<file path="config.mk">
export PLATFORM = sky130hd
export DESIGN_NAME = bayer_mosaicing_flat
export DESIGN_NICKNAME = d
export VERILOG_FILES = /design/src/rtl/bayer_mosaicing_if.sv /design/src/rtl/bayer_mosaicing.sv /design/src/flat_wrapper.sv
export SDC_FILE = /design/constraint.sdc
export NUM_CORES = 1
export LEC_CHECK = 0
export CORE_MARGIN = 5
export CORE_UTILIZATION = 50
export CTS_CLUSTER_DIAMETER = 80
export DETAILED_ROUTE_END_ITERATION = 8
export PLACE_DENSITY = 0.86
export SKIP_CTS_REPAIR_TIMING = 1
export SLEW_MARGIN = 0
export SYNTH_ARGS = -nofsm -noshare
export SYNTH_HDL_FRONTEND = slang
export SYNTH_SLANG_ARGS = --single-unit
</file>
<file path="constraint.sdc">
create_clock -name clk_i -period 5.4 [get_ports clk_i]
set_input_delay 1.62 -clock clk_i [delete_from_list [all_inputs] [get_ports clk_i]]
set_output_delay 1.62 -clock clk_i [all_outputs]
set_load 0.01 [all_outputs]
</file>
<file path="src/rtl/bayer_mosaicing_if.sv">
// axi4_stream_if: AXI4-Stream signal bundle with master and slave views.
interface axi4_stream_if #(
    parameter int TDATA_WIDTH = 8,
    parameter int TUSER_WIDTH = 1
);
    logic                     tvalid;
    logic                     tready;
    logic [TDATA_WIDTH-1:0]   tdata;
    logic [TDATA_WIDTH/8-1:0] tkeep;
    logic [TDATA_WIDTH/8-1:0] tstrb;
    logic                     tlast;
    logic [TUSER_WIDTH-1:0]   tuser;
    logic                     tid;
    logic                     tdest;
    modport master (output tvalid, tdata, tkeep, tstrb, tlast, tuser, tid, tdest, input tready);
    modport slave  (input tvalid, tdata, tkeep, tstrb, tlast, tuser, tid, tdest, output tready);
endinterface

</file>
<file path="src/rtl/bayer_mosaicing.sv">
// bayer_mosaicing: keeps only the CFA colour at each pixel position of an RGB stream,
// producing a raw Bayer stream, and flags lines whose length differs from the frame's first line.
module bayer_mosaicing #(
    parameter int RAW_PX_WIDTH  = 10,
    parameter int MAX_LINE_SIZE = 1920
) (
    input  logic          clk_i,
    input  logic          rst_i,
    input  logic          en_i,
    input  logic [1:0]    pattern_i,
    axi4_stream_if.slave  rgb_video_i,
    axi4_stream_if.master raw_video_o,
    output logic          line_len_err_o
);
    localparam int RAW_TDATA_WIDTH = ((RAW_PX_WIDTH + 7) / 8) * 8;
    localparam int RGB_TDATA_WIDTH = ((3 * RAW_PX_WIDTH + 7) / 8) * 8;
    localparam int CW = $clog2(MAX_LINE_SIZE + 1);
    localparam logic [CW-1:0] MAX_CNT = CW'(MAX_LINE_SIZE);

    logic                       w_ready, w_acc, w_sof, w_last, w_row, w_col, w_en;
    logic                       w_is_g, w_is_r, w_ref_vld, w_unused;
    logic [1:0]                 w_pat;
    logic [RGB_TDATA_WIDTH-1:0] w_rgb;
    logic [RAW_PX_WIDTH-1:0]    w_g, w_b, w_r, w_px;
    logic [CW-1:0]              w_base, w_cnt;
    logic                       r_row_odd, r_col_odd, r_en, r_ref_vld;
    logic [1:0]                 r_pattern;
    logic [CW-1:0]              r_cnt, r_ref;
    logic                       r_tvalid, r_tlast, r_tuser, r_err;
    logic [RAW_TDATA_WIDTH-1:0] r_tdata;

    assign w_ready = !r_tvalid || raw_video_o.tready;
    assign w_acc   = rgb_video_i.tvalid && w_ready;
    assign w_sof   = rgb_video_i.tuser[0];
    assign w_last  = rgb_video_i.tlast;
    assign w_rgb   = rgb_video_i.tdata;
    assign w_g     = w_rgb[RAW_PX_WIDTH-1:0];
    assign w_b     = w_rgb[2*RAW_PX_WIDTH-1:RAW_PX_WIDTH];
    assign w_r     = w_rgb[3*RAW_PX_WIDTH-1:2*RAW_PX_WIDTH];
    assign w_unused = ^{w_rgb, rgb_video_i.tkeep, rgb_video_i.tstrb, rgb_video_i.tid, rgb_video_i.tdest};

    // A start-of-frame beat is always (0,0) and uses the settings sampled on it.
    assign w_row = !w_sof && r_row_odd;
    assign w_col = !w_sof && r_col_odd;
    assign w_en  = w_sof ? en_i : r_en;
    assign w_pat = w_sof ? pattern_i : r_pattern;

    // pattern[0] set means green sits off the diagonal; pattern[1] picks the row that holds red.
    assign w_is_g = w_pat[0] ? (w_row ^ w_col) : !(w_row ^ w_col);
    assign w_is_r = w_row ^ w_pat[1];
    assign w_px   = (!w_en || w_is_g) ? w_g : (w_is_r ? w_r : w_b);

    assign w_ref_vld = !w_sof && r_ref_vld;
    assign w_base    = w_sof ? '0 : r_cnt;
    assign w_cnt     = (w_base == MAX_CNT) ? MAX_CNT : w_base + CW'(1);

    assign rgb_video_i.tready = w_ready;
    assign raw_video_o.tvalid = r_tvalid;
    assign raw_video_o.tdata  = r_tdata;
    assign raw_video_o.tlast  = r_tlast;
    assign raw_video_o.tuser  = r_tuser;
    assign raw_video_o.tkeep  = '1;
    assign raw_video_o.tstrb  = '1;
    assign raw_video_o.tid    = 1'b0;
    assign raw_video_o.tdest  = 1'b0;
    assign line_len_err_o     = r_err;

    always_ff @(posedge clk_i or posedge rst_i) begin
        if (rst_i) begin
            r_tvalid  <= 1'b0;
            r_tdata   <= '0;
            r_tlast   <= 1'b0;
            r_tuser   <= 1'b0;
            r_err     <= 1'b0;
            r_row_odd <= 1'b0;
            r_col_odd <= 1'b0;
            r_en      <= 1'b0;
            r_pattern <= 2'b00;
            r_cnt     <= '0;
            r_ref     <= '0;
            r_ref_vld <= 1'b0;
        end else begin
            r_err <= 1'b0;
            if (w_ready) begin
                r_tvalid <= rgb_video_i.tvalid;
                r_tdata  <= RAW_TDATA_WIDTH'(w_px);
                r_tlast  <= w_last;
                r_tuser  <= w_sof;
            end
            if (w_acc) begin
                r_row_odd <= w_last ? !w_row : w_row;
                r_col_odd <= !w_last && !w_col;
                r_ref_vld <= w_last || w_ref_vld;
                if (w_sof) begin
                    r_en      <= en_i;
                    r_pattern <= pattern_i;
                end
                if (w_last) begin
                    r_cnt <= '0;
                    if (!w_ref_vld) r_ref <= w_cnt;
                    r_err <= w_ref_vld && (w_cnt != r_ref);
                end else begin
                    r_cnt <= w_cnt;
                    r_err <= (w_cnt == MAX_CNT) && (w_base != MAX_CNT);
                end
            end
        end
    end
endmodule

</file>
<file path="src/flat_wrapper.sv">
// flat-port wrapper written by rule: the top's interface ports become plain ports
module bayer_mosaicing_flat 
#(
    parameter int RAW_PX_WIDTH  = 10,
    parameter int MAX_LINE_SIZE = 1920
)
  (clk_i, rst_i, en_i, pattern_i, line_len_err_o, rgb_video_i_tvalid, rgb_video_i_tdata, rgb_video_i_tkeep, rgb_video_i_tstrb, rgb_video_i_tlast, rgb_video_i_tuser, rgb_video_i_tid, rgb_video_i_tdest, rgb_video_i_tready, raw_video_o_tvalid, raw_video_o_tdata, raw_video_o_tkeep, raw_video_o_tstrb, raw_video_o_tlast, raw_video_o_tuser, raw_video_o_tid, raw_video_o_tdest, raw_video_o_tready);
  axi4_stream_if #(.TDATA_WIDTH(32), .TUSER_WIDTH(1)) rgb_video_i_i ();
  axi4_stream_if #(.TDATA_WIDTH(16), .TUSER_WIDTH(1)) raw_video_o_i ();
  input  logic clk_i;
  input  logic rst_i;
  input  logic en_i;
  input  logic [1:0] pattern_i;
  output logic line_len_err_o;
  input wire logic [$bits(rgb_video_i_i.tvalid)-1:0] rgb_video_i_tvalid;
  input wire logic [$bits(rgb_video_i_i.tdata)-1:0] rgb_video_i_tdata;
  input wire logic [$bits(rgb_video_i_i.tkeep)-1:0] rgb_video_i_tkeep;
  input wire logic [$bits(rgb_video_i_i.tstrb)-1:0] rgb_video_i_tstrb;
  input wire logic [$bits(rgb_video_i_i.tlast)-1:0] rgb_video_i_tlast;
  input wire logic [$bits(rgb_video_i_i.tuser)-1:0] rgb_video_i_tuser;
  input wire logic [$bits(rgb_video_i_i.tid)-1:0] rgb_video_i_tid;
  input wire logic [$bits(rgb_video_i_i.tdest)-1:0] rgb_video_i_tdest;
  output wire logic [$bits(rgb_video_i_i.tready)-1:0] rgb_video_i_tready;
  output wire logic [$bits(raw_video_o_i.tvalid)-1:0] raw_video_o_tvalid;
  output wire logic [$bits(raw_video_o_i.tdata)-1:0] raw_video_o_tdata;
  output wire logic [$bits(raw_video_o_i.tkeep)-1:0] raw_video_o_tkeep;
  output wire logic [$bits(raw_video_o_i.tstrb)-1:0] raw_video_o_tstrb;
  output wire logic [$bits(raw_video_o_i.tlast)-1:0] raw_video_o_tlast;
  output wire logic [$bits(raw_video_o_i.tuser)-1:0] raw_video_o_tuser;
  output wire logic [$bits(raw_video_o_i.tid)-1:0] raw_video_o_tid;
  output wire logic [$bits(raw_video_o_i.tdest)-1:0] raw_video_o_tdest;
  input wire logic [$bits(raw_video_o_i.tready)-1:0] raw_video_o_tready;
  assign rgb_video_i_i.tvalid = rgb_video_i_tvalid;
  assign rgb_video_i_i.tdata = rgb_video_i_tdata;
  assign rgb_video_i_i.tkeep = rgb_video_i_tkeep;
  assign rgb_video_i_i.tstrb = rgb_video_i_tstrb;
  assign rgb_video_i_i.tlast = rgb_video_i_tlast;
  assign rgb_video_i_i.tuser = rgb_video_i_tuser;
  assign rgb_video_i_i.tid = rgb_video_i_tid;
  assign rgb_video_i_i.tdest = rgb_video_i_tdest;
  assign rgb_video_i_tready = rgb_video_i_i.tready;
  assign raw_video_o_tvalid = raw_video_o_i.tvalid;
  assign raw_video_o_tdata = raw_video_o_i.tdata;
  assign raw_video_o_tkeep = raw_video_o_i.tkeep;
  assign raw_video_o_tstrb = raw_video_o_i.tstrb;
  assign raw_video_o_tlast = raw_video_o_i.tlast;
  assign raw_video_o_tuser = raw_video_o_i.tuser;
  assign raw_video_o_tid = raw_video_o_i.tid;
  assign raw_video_o_tdest = raw_video_o_i.tdest;
  assign raw_video_o_i.tready = raw_video_o_tready;
  bayer_mosaicing #(.RAW_PX_WIDTH(RAW_PX_WIDTH), .MAX_LINE_SIZE(MAX_LINE_SIZE)) u_core (.clk_i(clk_i), .rst_i(rst_i), .en_i(en_i), .pattern_i(pattern_i), .rgb_video_i(rgb_video_i_i), .raw_video_o(raw_video_o_i), .line_len_err_o(line_len_err_o));
endmodule
</file>
Word-level counts from Yosys, hierarchy flattened
Index checks and enable logic that the tools add are counted.
{ "word_totals": {"regBits": 42, "inputBits": 51, "out_inout_bits": 27, "elab_cells": 49} }
{ "op_classes": {"n_addsub": 1, "eq_ne": 4, "muxes": 11, "bitwise": 3, "n_reduce_logical": 18} }
{ "ops": {"columns": ["op", "n"], "rows": [
  ["11-bit two-way mux", 3],
  ["11-bit equality test, second input constant", 2],
  ["10-bit two-way mux", 2],
  ["11-bit by 1-bit adder with 11-bit output, second input constant", 1],
  ["11-bit != test", 1],
  ["11-bit != test, second input constant", 1],
  ["1-bit logical AND", 7],
  ["1-bit zero test", 7],
  ["1-bit two-way mux", 5],
  ["1-bit logical OR", 3],
  ["3-bit AND reduction", 1],
  ["2-bit two-way mux", 1],
  ["1-bit bitwise XOR", 2],
  ["1-bit inverter", 1]
]} }

Depth between registers and ports, before layout
{ "logic_depth": {"depth_word": 7, "ltp_mapped": 12, "depth_no_buf": 10} }

Worst setup path after synthesis
No wires, ideal clock.
{ "synth_timing": {"path_type": "input to register", "from": "in rgb_video_i_tuser", "to": "reg u_core.r_err, in the netlist u_core.line_len_err_o", "setup_time_ns": 0.126, "arrival_ns": 3.952, "required_time_ns": 5.274, "slack_ns": 1.322, "cell_stages": 12, "path_buffers": 2, "cell_sequence": "clkbuf_1 clkbuf_1 nor2b_1 inv_1 ha_1 or4bb_1 nor3_4 nor2_1 o32a_1 nor4_1 and4_1 o22ai_1"} }
{ "synth_between": {"elab_chain_cells": 7, "word_cells_on_any_way": 13, "classes_between": "add/sub (1); eq/ne (4); mux (4); reduce/logical (4)"} }
{ "synth_rtl": {"columns": ["element", "line_no", "source"], "rows": [
  ["start, declared", "flat_wrapper.sv:20", "input wire logic [$bits(rgb_video_i_i.tuser)-1:0] rgb_video_i_tuser;"],
  ["11-bit two-way mux", "bayer_mosaicing.sv:54", "assign w_base = w_sof ? '0 : r_cnt;"],
  ["11-bit by 1-bit adder with 11-bit output / 11-bit equality test (equally long branches)", "bayer_mosaicing.sv:55", "assign w_cnt = (w_base == MAX_CNT) ? MAX_CNT : w_base + CW'(1);"],
  ["11-bit two-way mux", "bayer_mosaicing.sv:55", null],
  ["11-bit equality test / 11-bit != test (equally long branches)", "bayer_mosaicing.sv:104, bayer_mosaicing.sv:101", null],
  ["1-bit logical AND, on equally long branches", "bayer_mosaicing.sv:104, bayer_mosaicing.sv:101", null],
  ["1-bit two-way mux (*)", "bayer_mosaicing.sv:98", "if (w_last) begin"],
  ["1-bit two-way mux (*)", "bayer_mosaicing.sv:90", "if (w_acc) begin"],
  ["end signal, assigned", "bayer_mosaicing.sv:101", "r_err <= w_ref_vld && (w_cnt != r_ref);"],
  ["end signal, assigned", "bayer_mosaicing.sv:104", "r_err <= (w_cnt == MAX_CNT) && (w_base != MAX_CNT);"],
  ["end, declared", "bayer_mosaicing.sv:29", "logic r_tvalid, r_tlast, r_tuser, r_err;"]
]} }
Mark *: on every way between the ends. The rest lies on a longest branch, timed or not.
A chain may end at the register's enable or synchronous reset.

Worst setup path in the final report
{ "layout_timing": {"from": "in raw_video_o_tready", "to": "out rgb_video_i_tready"} }
{ "layout_between": {"elab_chain_cells": 1} }
{ "layout_rtl": {"columns": ["element", "line_no", "source"], "rows": [
  ["start, declared", "flat_wrapper.sv:32", "input wire logic [$bits(raw_video_o_i.tready)-1:0] raw_video_o_tready;"],
  ["1-bit logical OR", "bayer_mosaicing.sv:32", "assign w_ready = !r_tvalid || raw_video_o.tready;"],
  ["end, declared", "flat_wrapper.sv:23", "output wire logic [$bits(rgb_video_i_i.tready)-1:0] rgb_video_i_tready;"]
]} }
Every way passes these cells.

==> summary.md <==
| Metric | Value |
|---|---|
| Status | completed |
| Die area | 6250 sq um |
| Min Tclk post-route | 4430 ps |
| Register area | approximately 1100 sq um |
| Seq/Total Area, Yosys | approximately 44% |
| Critical path arrival | between 2000 and 3000 ps |
| FF+latch count, synth | 42 |
| GRT overflow | 0 |
| Critical path buffer and inverter count | 3 |
| Met3 routed WL | about 250 um |
| Io pins | ~80 |
| Tot GR Track Use | 18.7% |
| CP max FO | 4 |
| Critical Path Max Stage Delay | approximately 580 ps |
| Synth Flop Type | dfrtp_1 |
| Part of the cycle the worst path needs | slightly above 80% |
| Initial antenna violation count | 0 |
| WL met2 | between 2000 and 3000 um |
| DR WL/cell | about 15 um |
| Switching Power | around 0.23 mW |
| Die X | around 80 um |
| Routed vias/inst | 5.55 |
| Worst Hold End | u_core.raw_video_o.tdata[3] |
| PD cells | ~260 nW/um^2 |
| Metal-1 WL | between 2000 and 2500 um |
| IO Port Bufs | 53 |
| Core ar. | 4660 sq um |
| Place WS | a little over 800 ps |
| Fin area | around 3000 sq um |
| DR iter-0 viols | between 100 and 150 |
| Final setup margin | around 1000 ps |
| Critical path type | input port to primary output |
| Mapped cell area | between 2000 and 2500 sq um |
| Worst-case reg-to-reg path depth | 9 |
| Pint | roughly 0.55 mW |
| Clock Latency Late Sink | roughly 300 ps |
| Sw Ratio | between 20% and 30% |
| Slew HR | between 50% and 60% |
| Effective utilization at floorplan | 51.1% |
| Yosys cell types | 38 |
| CTS HTree Levels | 2 |
| Die H | between 70 and 80 um |
| Ys Warns | 0 |
| Top layer in use | met4 |
| # DRC | 0 |
| Worst Tran Pin Value | around 680 ps |
| Max Buffers Root-to-Sink | 2 |
| Logic pwr share | between 20 and 30% |
| Fin nets | roughly 360 |
| Worst r2r src | u_core.r_cnt[0] |
| Antenna viol nets, final | 0 |
| Via count | just over 2000 |
| Drt pass-1 iters | 4 |
| Fill cell count | 380 |
| Seq pwr share | between 40% and 50% |
| Most used cell, CP | clkdlybuf4s50_1 |
| Root Buffer | clkbuf_8 |
| Maximum vdd drop | between 150 and 200 uV |
| Routability cong. | about 0.8 |
| Fin Setup TNS | 0 ps |
| Clock transition at path regs | roughly 80 ps |
| Lkg Pwr | roughly 1.3 nW |
| Largest net degree at the start of global routing | 43 |
| Vias in the first global route | approximately 2000 |
| Multi-input logic area | between 1000 and 1500 sq um |
| Hold depth | 2 |
| Diode count | 0 |
| Clk sinks | between 40 and 50 |
| RSZ-0062 raised after global routing | false |
| Max Fclk | 226 MHz |
| CTS tree | done |
| Hold Fails Final Rpt | 0 |
| RR Endpoint | u_core.line_len_err_o |
| Hold Crit Start | u_core.raw_video_o.tdata[3] |
| Crit-path cells | clkdlybuf4s50_1, nor2b_1, inv_1, clkdlybuf4s50_1 |
| Area Overhead vs Synth | 25.7% |
| Startpoint Class | input port |
| Final WL | approximately 5500 um |
| Skew final | 4.28 ps |
| Clk pwr share | between 20% and 30% |
| Setup violators final | 0 |
| Syn avg cell area | approximately 9.2 sq um |
| CP top delay family | buffers and inverters |
| Number of enable flip-flop cells after synthesis | 0 |
| Hold WC Path Type | flip-flop to flip-flop |
| First-pass GRT wire length | about 9200 um |
| Critical path endpoint category | primary output |
| Ys async rst share | 100% |
| Required time at the endpoint of the critical path | 3780 ps |
| Num CTS Buffers | 5 |
| Slew Limit Fails | 0 |
| # rows | 25 |
| Cell count after synthesis | between 200 and 300 |
| Max-Cap Viols | 0 |
| R2r setup slk | around 2600 ps |
| Placed Area | between 2000 and 3000 sq um |
| Share of layout cells above drive strength 1 | under 10% |
| Slowest stage cell, crit path | clkdlybuf4s50_1 |
| DP HPWL | 4100 um |
==> power groups by stage <==
| stage | registers (mW) | clock network, mW | logic [mW] |
|---|---|---|---|
| after floorplan | 0.383 | 0 | 0.121 |
| after global placement | 0.376 | 0 | 0.211 |
| after detailed placement | 0.378 | 0 | 0.216 |
| after CTS | 0.371 | 0.199 | 0.218 |
| after global routing | 0.377 | 0.209 | 0.238 |
| final | 0.371 | 0.195 | 0.216 |
==> Yosys cell counts (all sizes together), types with 4 or more instances <==
cell,n,share of area [%]
xnor2,11,4.0
a22o,9,3.3
inv,5,0.79
dfrtp,42,44
xor2,4,1.5
mux2i,10,4.2
nand2b,5,1.3
buf,13,4.0
nor2,9,1.4
nor2b,6,1.6
a21o,4,1.3
nor3,4,1.3
or3,5,1.3
nand3,8,1.7
o21ai,40,8.4
nand2,41,6.5
mux2,9,4.3
clkbuf,11,1.7
==> kinds of logic (layout without fill, tap and decap cells) <==
| kind of cell | after synthesis | count (layout) | synth area share, % |
|---|---|---|---|
| buffers and inverters | 29 | 70 | 6.51 |
| AOI/OAI and AO/OA | 60 | 60 | 15.1 |
| xor gates and xnor gates | 15 | 15 | 5.51 |
| adders and majority gates | 2 | 2 | 1.05 |
| other | 2 | 12 | 0.315 |
| and+or+nand+nor | 90 | 90 | 19.0 |
| muxes | 19 | 19 | 8.45 |
| DFF | 42 | 42 | 44.1 |
==> worst min-delay path, stage by stage, from the launching register on <==
cell and delay [ps]:
dfrtp_1 350, nand2_1 40, o21ai_0 60
==> metrics by stage <==
step | power [mW] | cells | hold slack (ps) | util, %
2_1_floorplan | 0.504 | 269 | 459 | -
3_3_place_gp | 0.587 | 357 | 462 | 62.7
3_5_place_dp | 0.593 | 357 | 469 | 62.7
4_1_cts | 0.788 | 364 | 487 | 64.3
5_1_grt | 0.825 | 364 | 527 | 64.3
6_report | 0.782 | 364 | 482 | 64.3
==> layout make-up <==
class                      instances  share of cell area [%]
inverter                           5                   0.626
clock buffer                       7                    2.55
sequential                        42                    35.1
tap                               54                    2.25
timing repair buffer              58                    19.0
multi-input combinational        198                    40.5
==> state kept, by name (all words and copies together) (netlist names), 2 cells and up <==
name,cells
u_core.r_cnt,11
u_core.r_pattern,2
u_core.r_ref,11
u_core.raw_video_o.tdata,10
==> cells in the final DEF, fill, tap and decap left out <==
master           Yosys  routed
nand2_1             41      41
o22ai_1              1       1
or4_4                1       1
nand2b_1             5       5
a31oi_1              1       1
clkbuf_8             0       5
clkdlybuf4s50_1      0      53
and4_1               1       1
a21o_1               4       4
conb_1               2      12
and3_1               1       1
nor4_1               2       2
a22o_1               9       9
xor2_1               4       4
a211oi_1             1       1
clkbuf_1            11       2
o32a_1               1       1
nor2_1               9       9
nor3_1               3       3
o31ai_1              1       1
a21oi_1              1       1
or4bb_1              1       1
ha_1                 2       2
nand3_1              8       8
xnor2_1             11      11
o22a_1               1       1
inv_1                5       5
buf_4               12       5
and2_1               1       1
o21ai_0             40      40
nand4b_1             2       2
dfrtp_1             42      42
nand4_1              2       2
or3_1                5       5
nor2b_1              6       6
mux2i_1             10      10
or2_1                1       1
nor3_4               1       1
mux2_2               9       9
==> worst max-delay path by stage <==
stage	startpoint	end	depth (start not counted)
6_report	raw_video_o_tready	rgb_video_i_tready	4
5_1_grt	rgb_video_i_tuser	u_core.line_len_err_o	12
4_1_cts	raw_video_o_tready	rgb_video_i_tready	4
3_5_place_dp	rgb_video_i_tuser	u_core.line_len_err_o	12
3_3_place_gp	rgb_video_i_tuser	u_core.line_len_err_o	12
2_1_floorplan	rgb_video_i_tuser	u_core.line_len_err_o	12
==> metal layers <==
layer  up-vias  track usage (%)
li1        980                -
met1       965             23.2
met2        58             30.0
met3        16             4.08
met4         0             10.7
met5         -                0
Power figures use the tool's default switching activity.
